[config.mk]
export PLATFORM = sky130hd
export DESIGN_NAME = oled_frame_streamer_flat
export DESIGN_NICKNAME = d
export VERILOG_FILES = /design/src/rtl/oled_frame_streamer_if.sv /design/src/rtl/oled_frame_streamer.sv /design/src/flat_wrapper.sv
export SDC_FILE = /design/constraint.sdc
export NUM_CORES = 1
export LEC_CHECK = 0
export ABC_AREA = 1
export CAP_MARGIN = 20
export CORE_UTILIZATION = 53
export DETAILED_ROUTE_END_ITERATION = 16
export GPL_ROUTABILITY_DRIVEN = 0
export PLACE_DENSITY = 0.94
export SYNTH_ARGS = -nofsm -noshare
export SYNTH_HDL_FRONTEND = slang
export SYNTH_SLANG_ARGS = --single-unit
[constraint.sdc]
create_clock -name clk -period 5.2 [get_ports clk]
set_input_delay 0.52 -clock clk [delete_from_list [all_inputs] [get_ports clk]]
set_output_delay 0.52 -clock clk [all_outputs]
set_load 0.005 [all_outputs]
[src/rtl/oled_frame_streamer_if.sv]
// oled_frame_streamer_if
//   Bundles the control, frame-memory and byte-stream signals of the OLED
//   frame streamer.
//   master modport: streamer side (drives busy/done, memory controls, byte stream).
//   slave modport : environment side (drives start, memory DataOut, byte_ready).
//   Signals:
//     start, busy, done              frame control
//     mem_we_bar, mem_cs_bar,
//     mem_addr, mem_data_in          frame memory read port (lane i = byte i)
//     byte_out, byte_valid,
//     byte_ready, byte_last          valid/ready byte stream to the serial driver
interface oled_frame_streamer_if #(
  parameter int ROWS          = 8,
  parameter int BYTES_PER_ROW = 12
);
  localparam int AW = (ROWS > 1) ? $clog2(ROWS) : 1;

  logic                          start;
  logic                          busy;
  logic                          done;
  logic                          mem_we_bar;
  logic                          mem_cs_bar;
  logic [AW-1:0]                 mem_addr;
  logic [BYTES_PER_ROW-1:0][7:0] mem_data_in;
  logic [7:0]                    byte_out;
  logic                          byte_valid;
  logic                          byte_ready;
  logic                          byte_last;

  modport master (
    input  start, mem_data_in, byte_ready,
    output busy, done, mem_we_bar, mem_cs_bar, mem_addr,
           byte_out, byte_valid, byte_last
  );

  modport slave (
    output start, mem_data_in, byte_ready,
    input  busy, done, mem_we_bar, mem_cs_bar, mem_addr,
           byte_out, byte_valid, byte_last
  );
endinterface

[src/rtl/oled_frame_streamer.sv]
// oled_frame_streamer
//   Reads a ROWS x BYTES_PER_ROW frame memory one row at a time, latches the
//   row, and streams its bytes in order over a valid/ready byte interface.
//   The memory is read-only from here (WE_bar tied high). The final byte of
//   the frame carries byte_last; a one-cycle done follows its handshake.
//   Ports:
//     clk  - system clock, rising edge
//     rst  - synchronous active-high reset
//     bus  - oled_frame_streamer_if.master (control, memory, byte stream)
module oled_frame_streamer #(
  parameter int ROWS          = 8,
  parameter int BYTES_PER_ROW = 12,
  parameter int READ_LATENCY  = 1
) (
  input  logic                         clk,
  input  logic                         rst,
  oled_frame_streamer_if.master        bus
);

  localparam int AW = (ROWS > 1) ? $clog2(ROWS) : 1;
  localparam int BW = (BYTES_PER_ROW > 1) ? $clog2(BYTES_PER_ROW) : 1;
  localparam int LW = (READ_LATENCY > 0) ? $clog2(READ_LATENCY + 1) : 1;

  localparam logic [AW-1:0] ROW_LAST = AW'(ROWS - 1);
  localparam logic [BW-1:0] IDX_LAST = BW'(BYTES_PER_ROW - 1);
  localparam logic [LW-1:0] LAT_LAST = LW'(READ_LATENCY);

  localparam logic [1:0] S_IDLE = 2'd0;
  localparam logic [1:0] S_READ = 2'd1;
  localparam logic [1:0] S_SEND = 2'd2;
  localparam logic [1:0] S_DONE = 2'd3;

  logic [1:0]    state_q, state_d;
  logic [AW-1:0] row_q, row_d;
  logic [BW-1:0] idx_q, idx_d;
  logic [LW-1:0] lat_q, lat_d;
  logic          cap;
  logic          hs;

  logic [BYTES_PER_ROW-1:0][7:0] buf_q;

  // Valid is a pure function of state, so ready only gates the transition.
  assign hs = (state_q == S_SEND) && bus.byte_ready;

  always_comb begin
    state_d = state_q;
    row_d   = row_q;
    idx_d   = idx_q;
    lat_d   = lat_q;
    cap     = 1'b0;
    case (state_q)
      S_IDLE: begin
        if (bus.start) begin
          state_d = S_READ;
          row_d   = '0;
          lat_d   = '0;
        end
      end
      S_READ: begin
        // Hold the address for READ_LATENCY+1 cycles; DataOut is valid in the last one.
        if (lat_q == LAT_LAST) begin
          cap     = 1'b1;
          idx_d   = '0;
          state_d = S_SEND;
        end else begin
          lat_d = lat_q + 1'b1;
        end
      end
      S_SEND: begin
        if (hs) begin
          if (idx_q != IDX_LAST) begin
            idx_d = idx_q + 1'b1;
          end else if (row_q != ROW_LAST) begin
            row_d   = row_q + 1'b1;
            lat_d   = '0;
            state_d = S_READ;
          end else begin
            state_d = S_DONE;
          end
        end
      end
      S_DONE:  state_d = S_IDLE;
      default: state_d = S_IDLE;
    endcase
  end

  always_ff @(posedge clk) begin
    if (rst) begin
      state_q <= S_IDLE;
      row_q   <= '0;
      idx_q   <= '0;
      lat_q   <= '0;
    end else begin
      state_q <= state_d;
      row_q   <= row_d;
      idx_q   <= idx_d;
      lat_q   <= lat_d;
    end
  end

  // Row buffer is pure data: loaded only on the capture cycle, never reset.
  always_ff @(posedge clk) begin
    if (cap) begin
      buf_q <= bus.mem_data_in;
    end
  end

  assign bus.busy       = (state_q != S_IDLE);
  assign bus.done       = (state_q == S_DONE);
  assign bus.mem_we_bar = 1'b1;
  assign bus.mem_cs_bar = (state_q != S_READ);
  assign bus.mem_addr   = row_q;
  assign bus.byte_valid = (state_q == S_SEND);
  assign bus.byte_out   = (state_q == S_SEND) ? buf_q[idx_q] : 8'h00;
  assign bus.byte_last  = (state_q == S_SEND) && (row_q == ROW_LAST) && (idx_q == IDX_LAST);

endmodule

[src/flat_wrapper.sv]
// flat-port wrapper written by rule: the top's interface ports become plain ports
module oled_frame_streamer_flat 
#(
  parameter int ROWS          = 8,
  parameter int BYTES_PER_ROW = 12,
  parameter int READ_LATENCY  = 1
)
  (clk, rst, bus_start, bus_mem_data_in, bus_byte_ready, bus_busy, bus_done, bus_mem_we_bar, bus_mem_cs_bar, bus_mem_addr, bus_byte_out, bus_byte_valid, bus_byte_last);
  oled_frame_streamer_if #(.ROWS(ROWS), .BYTES_PER_ROW(BYTES_PER_ROW)) bus_i ();
  input  logic clk;
  input  logic rst;
  input wire logic [$bits(bus_i.start)-1:0] bus_start;
  input wire logic [$bits(bus_i.mem_data_in)-1:0] bus_mem_data_in;
  input wire logic [$bits(bus_i.byte_ready)-1:0] bus_byte_ready;
  output wire logic [$bits(bus_i.busy)-1:0] bus_busy;
  output wire logic [$bits(bus_i.done)-1:0] bus_done;
  output wire logic [$bits(bus_i.mem_we_bar)-1:0] bus_mem_we_bar;
  output wire logic [$bits(bus_i.mem_cs_bar)-1:0] bus_mem_cs_bar;
  output wire logic [$bits(bus_i.mem_addr)-1:0] bus_mem_addr;
  output wire logic [$bits(bus_i.byte_out)-1:0] bus_byte_out;
  output wire logic [$bits(bus_i.byte_valid)-1:0] bus_byte_valid;
  output wire logic [$bits(bus_i.byte_last)-1:0] bus_byte_last;
  assign bus_i.start = bus_start;
  assign bus_i.mem_data_in = bus_mem_data_in;
  assign bus_i.byte_ready = bus_byte_ready;
  assign bus_busy = bus_i.busy;
  assign bus_done = bus_i.done;
  assign bus_mem_we_bar = bus_i.mem_we_bar;
  assign bus_mem_cs_bar = bus_i.mem_cs_bar;
  assign bus_mem_addr = bus_i.mem_addr;
  assign bus_byte_out = bus_i.byte_out;
  assign bus_byte_valid = bus_i.byte_valid;
  assign bus_byte_last = bus_i.byte_last;
  oled_frame_streamer #(.ROWS(ROWS), .BYTES_PER_ROW(BYTES_PER_ROW), .READ_LATENCY(READ_LATENCY)) u_core (.clk(clk), .rst(rst), .bus(bus_i));
endmodule
==> impl_results.md, run 1 <==
- Area fraction of the dominant cell type after synthesis: 0.623
- DR DRC count: 0
- Routed Antenna Nets: 0
- Max VDD drop: ~210 µV
- Type of the worst setup path: register to output pin
- Initial antenna violation count: 0
- Flops & latches, synth: 106
- Worst slew pin tran: approximately 1.0 ns
- DR WL/cell: 16.4 µm
- Post-synth EDFFs: 96
- IO Count: around 120
- Fmax: 264 MHz
- Hold WS: about 0.49 ns
- RSZ-0062 raised after global routing: no
- Post-Syn Instances: 454
- Fin crit period: ~3.8 ns
- Final setup fails: 0
- Die width: about 95 µm
- CP Data Arrival Time: approximately 3.3 ns
- FP Rows: 33
- Final core utilization: 0.721
- Initial Util: 0.555
- Total power: 2.33 mW
- PnR worst setup slack: approximately 1.4 ns
- Core box area: roughly 8300 µm²
- Layout area overhead: 29.8%
- Post-CTS resize count: 0
- CTS clk-pin slew, worst paths: 0.10 ns
- CP max-delay cell: dfxtp_2
- Skew-Pair Late Insertion Delay: 0.38 ns
- Clock Root Buffer: clkbuf_8
- Finished Cell Area: ~6000 µm²
- Status: complete, no violations
- Maxcap violations: 0
- H-tree Lvls: 3
- CP delay by family, top: buffers and inverters
- Vias in the first global route: approximately 3500
- Final period util: 0.728
- DR iter-0 viols: about 380
- Syn_nets: 557
- Final setup TNS: 0 ns
- Post-CTS Setup Inserts: 0
- Post-synth cell types: 23
- Pwr Density: about 390 nW/µm²
- Hold Fails Final Rpt: 0
- IO Port Bufs: 115
- CP endpoint kind: output pin
- Dpl cells: approximately 660
- TritonCTS Buffers: 9
- Worst-path maximum fanout: 53
- Cell Count, Final, Fillers Out: roughly 670
- Largest area contributor in the netlist: edfxtp_1
- Drt total wl: roughly 11000 µm
- Pins Over Slew Limit: 0
- Clk sinks: between 100 and 150
- Startpoint types: register
- Dpl ws: 1.91 ns
- Hpwl dp: around 7600 µm
- Die ar.: between 9000 and 10000 µm²
- Ant diodes: 0
- Gr ovfl total: 0
- Synth Cell Area: ~4600 µm²
- Required time of the worst setup path: 4.68 ns
- Buf/Inv on CP: 2
- Hold WC Path Type: register to register
- Sequential-to-total area share from yosys stat: 0.666
- CTS tree: built
- Slowest stage delay, CP: 1.00 ns
- Worst path most repeated cell: nand3_1
- Total track usage: 0.250
- Leading cell type by number of instances after synthesis: nand2_1
- Worst slew margin: 0.328
- Clock Skew: 0.0103 ns
- Die H: between 90 and 100 µm
- Top cells by count, synth: nand2_1 (108), edfxtp_1 (96), inv_1 (65)
- First-pass GRT wire length: approximately 17000 µm
- Largest net degree at the start of global routing: 54
- Top_reg_cell synth: edfxtp_1
- Fin nets: 665
- Vias: 3607
- Max Root-Sink Buffers: 2
- Lkg Pwr: ~2.4 nW
- YS warnings: 0
- Hold_buf cts: 0
- Async SR Flop Fraction: 0
- Mean post-synth cell area: between 10 and 15 µm²
- Critical Path, Cell by Cell: inv_2, nand2_1, nand3_1, nand3_1, nand3_1, a21oi_1, clkdlybuf4s50_1
- Proportion of layout cells with a drive suffix above 1: 0.0547
- Vias/cell: around 5.4
- Initial DRT Pass Iterations: 5
- Synth top area cells: edfxtp_1 (62%), nand2_1 (8.8%), nand3_1 (5.4%)
- Dpl cell area: 5800 µm²
## sequential cells by signal (all words and copies together) (netlist names)
| register | count |
|---|---|
| u_core.buf_q | 96 |
| u_core.idx_q | 4 |
| u_core.bus.mem_addr | 3 |
| u_core.state_q | 2 |
| u_core.lat_q | 1 |
## worst register-to-register path: cells and delay by family, from the launching register on
family / cells / cell delay (ns)
buffers and inverters: 3 / 1.31
DFF: 1 / 0.38
and+or+nand+nor: 2 / 0.32
## final timing paths
kind	slack, ns	cells after the start	to	from
worst max register to register	2.82	5	u_core.buf_q[59]	u_core.state_q[0]
worst max-delay path	1.42	7	bus_byte_out[5]	u_core.idx_q[0]
worst min register to register	0.49	2	u_core.lat_q	u_core.lat_q
worst min-delay path	0.49	2	u_core.lat_q	u_core.lat_q
## logic make-up after synthesis
family / count (synthesis) / share of synthesized area
simple gates: 212 / 0.195
flops: 106 / 0.666
buf+inv: 89 / 0.0832
compound gates: 42 / 0.0454
fa+ha+maj: 3 / 0.00811
xor+xnor: 1 / 0.00189
other cells: 1 / 0.000810
## metal layers
metal | share of wire | global-route usage
met5 | 0 | 0
met4 | 0.022 | 0.0796
met3 | 0.087 | 0.0542
met2 | 0.52 | 0.451
met1 | 0.37 | 0.296
## power breakdown
group | total [mW] | switching (mW) | internal [mW]
clock | 0.521 | 0.293 | 0.228
combinational | 0.694 | 0.403 | 0.291
sequential | 1.11 | 0.0901 | 1.02
## layout make-up
cell class	instances	area (µm²)
Sequential cell	106	3080
Clock inverter	7	76.3
Timing Repair Buffer	117	1170
Fill cell	543	2330
Multi-Input combinational cell	259	1160
Tap cell	105	131
Inverter	69	260
Clock buffer	9	124
## cell usage in the layout, fill, tap and decap left out, types with 2 or more instances in the layout
| cell type | n |
|---|---|
| a21oi_1 | 14 |
| clkbuf_8 | 9 |
| clkdlybuf4s50_1 | 115 |
| clkinv_2 | 2 |
| dfxtp_1 | 9 |
| edfxtp_1 | 96 |
| ha_1 | 3 |
| inv_1 | 64 |
| inv_2 | 4 |
| inv_6 | 2 |
| nand2_1 | 108 |
| nand2_2 | 5 |
| nand3_1 | 50 |
| nor2_1 | 45 |
| o21ai_0 | 20 |
| o21ai_1 | 8 |
Power figures use the tool's default switching activity.
==> run 2, diff against run 1 <==
CORE_UTILIZATION = 44   (was 53)
PLACE_DENSITY = 0.85   (was 0.94)
clock period = 3.4 ns   (was 5.2 ns; I/O delays follow)
==> run 2 against run 1 <==
  * Total power increased by 54%
  * Routed wire length decreased by 3.4%
  * Sequential cell count unchanged
  * Largest cell class unchanged
  * Largest power group unchanged
==> impl_results.md, run 2 (synthesis gave the netlist of run 1 again) <==
- Worst slew pin tran: 0.777 ns (-0.230 ns)
- Slowest stage delay, CP: 0.74 ns (-0.26 ns)
- Finished Cell Area: 6070 µm² (+0.89%)
- FP Rows: 37 (+12%)
- Hpwl dp: 7710 µm (+1.2%)
- Lkg Pwr: 2.40 nW (+0.23%)
- Hold WS: 0.504 ns (+0.0174 ns)
- Die width: 105 µm (+9.6%)
- Clock Skew: 0.0143 ns (+0.00400 ns)
- Gr ovfl total: 0 (unchanged)
- DR iter-0 viols: 205 (-46%)
- Dpl cell area: 5860 µm² (+1.1%)
- Vias in the first global route: 3451 (unchanged)
- Fin crit period: approximately 2.9 ns
- Hold_buf cts: 0 (unchanged)
- Vias/cell: 4.98 (-7.2%)
- Final period util: 0.846
- CP Data Arrival Time: 2.54 ns (-0.72 ns)
- Reg with most FFs: u_core.buf_q
- Required time of the worst setup path: 3.06 ns (-1.62 ns)
- Die H: 105 µm (+9.6%)
- Commonest non-fill, non-tap cell in the layout: clkdlybuf4s50_1
- Startpoint types: register
- Vias: 3505 (-2.8%)
- Skew-Pair Late Insertion Delay: 0.36 ns (-0.02 ns)
- Clk sinks: 106 (unchanged)
- IO Count: 117 (unchanged)
- Worst slew margin: 0.481 (+0.153)
- DR DRC count: 0 (unchanged)
- Cell Count, Final, Fillers Out: 704 (+4.8%)
- Fin nets: 667 (+0.30%)
- Post-CTS resize count: 0 (unchanged)
- Final setup fails: 0 (unchanged)
- Die ar.: 10900 µm² (+20%)
- Initial DRT Pass Iterations: 5 (unchanged)
- Status: complete, no violations
- Post-CTS Setup Inserts: 0 (unchanged)
- Drt total wl: 10600 µm (-3.4%)
- Hold WC Path Type: register to register
- First-pass GRT wire length: 16900 µm (+1.8%)
- CTS clk-pin slew, worst paths: 0.10 ns (about the same)
- Dpl cells: 689 (+5.2%)
- Total track usage: 0.202 (-0.0484)
- Max VDD drop: 295 µV (+42%)
- Dpl ws: 0.948 ns (-0.960 ns)
- Type of the worst setup path: register to output pin
- Proportion of layout cells with a drive suffix above 1: 0.0546 (-0.0000963)
- CTS tree: built
- Core box area: 10300 µm² (+23%)
- Total power: 3.57 mW (+54%)
- Maxcap violations: 0 (unchanged)
- DR WL/cell: 15.1 µm (-7.8%)
- Final core utilization: 0.590 (-0.131)
- RSZ-0062 raised after global routing: no
- TritonCTS Buffers: 9 (unchanged)
- Ant diodes: 0 (unchanged)
- Initial antenna violation count: 0 (unchanged)
- Commonest non-fill, non-tap cells in the layout: clkdlybuf4s50_1 (115), nand2_1 (108), edfxtp_1 (96)
- Pins Over Slew Limit: 0 (unchanged)
- Final setup TNS: 0 ns (unchanged)
- Initial Util: 0.451 (-0.105)
- PnR worst setup slack: 0.524 ns (-0.892 ns)
- IO Port Bufs: 115 (unchanged)
- Layout area overhead: 31.0%
- Largest net degree at the start of global routing: 53 (-1.9%)
- Max reg flops: 96 (unchanged)
- CP endpoint kind: output pin
- Max Root-Sink Buffers: 2 (unchanged)
- Clock Root Buffer: clkbuf_8
- Routed Antenna Nets: 0 (unchanged)
- CP max-delay cell: dfxtp_1
- Hold Fails Final Rpt: 0 (unchanged)
- Pwr Density: 589 nW/µm² (+52%)
- Fmax: between 300 and 400 MHz
- Worst-path maximum fanout: 19 (-64%)
- H-tree Lvls: 3 (unchanged)
- Critical Path, Cell by Cell: buf_4, o21ai_0, o21ai_1, nand2_1, a21oi_1, clkdlybuf4s50_1
## run 2: area by class of cell
| class | instances | area (µm²) |
|---|---|---|
| fill | 883 | 4210 |
| sequential | 106 | 3080 |
| timing repair buffer | 119 | 1180 |
| multi-input combinational | 259 | 1160 |
| inverter | 69 | 260 |
| tap | 136 | 170 |
| clock buffer | 10 | 128 |
| clock inverter | 5 | 80.1 |
## run 2: final timing paths
path / endpoint / depth (start not counted) / start / slack (ns)
worst min register to register: u_core.lat_q / 2 / u_core.lat_q / 0.50
worst min-delay path: u_core.lat_q / 2 / u_core.lat_q / 0.50
worst max register to register: u_core.buf_q[51] / 5 / u_core.state_q[0] / 1.26
worst max-delay path: bus_byte_out[6] / 6 / u_core.idx_q[1] / 0.52
## run 2: power breakdown
part / total, mW / switching [mW] / leakage (nW) / internal, mW
Combinational: 1.12 / 0.675 / 1.35 / 0.445
Sequential: 1.63 / 0.0736 / 0.947 / 1.56
Clock: 0.820 / 0.409 / 0.100 / 0.410
## run 2: routing by layer
metal  GRT usage  vias to the layer above  part of all wire  wire length (µm)
li1            -                     1692                 -                 -
met1       0.255                     1663              0.41              4330
met2       0.346                      132              0.52              5500
met3      0.0487                       18             0.060               640
met5           0                        -                 0                 0
met4      0.0553                        0             0.016               166
## run 2: critical path, delay by kind of cell (launching register included)
family                 cells  cell delay [ns]
AO/OA/AOI/OAI              3             0.50
AND/OR/NAND/NOR            1             0.06
flip-flops                 1             0.74
buffers and inverters      2             0.88
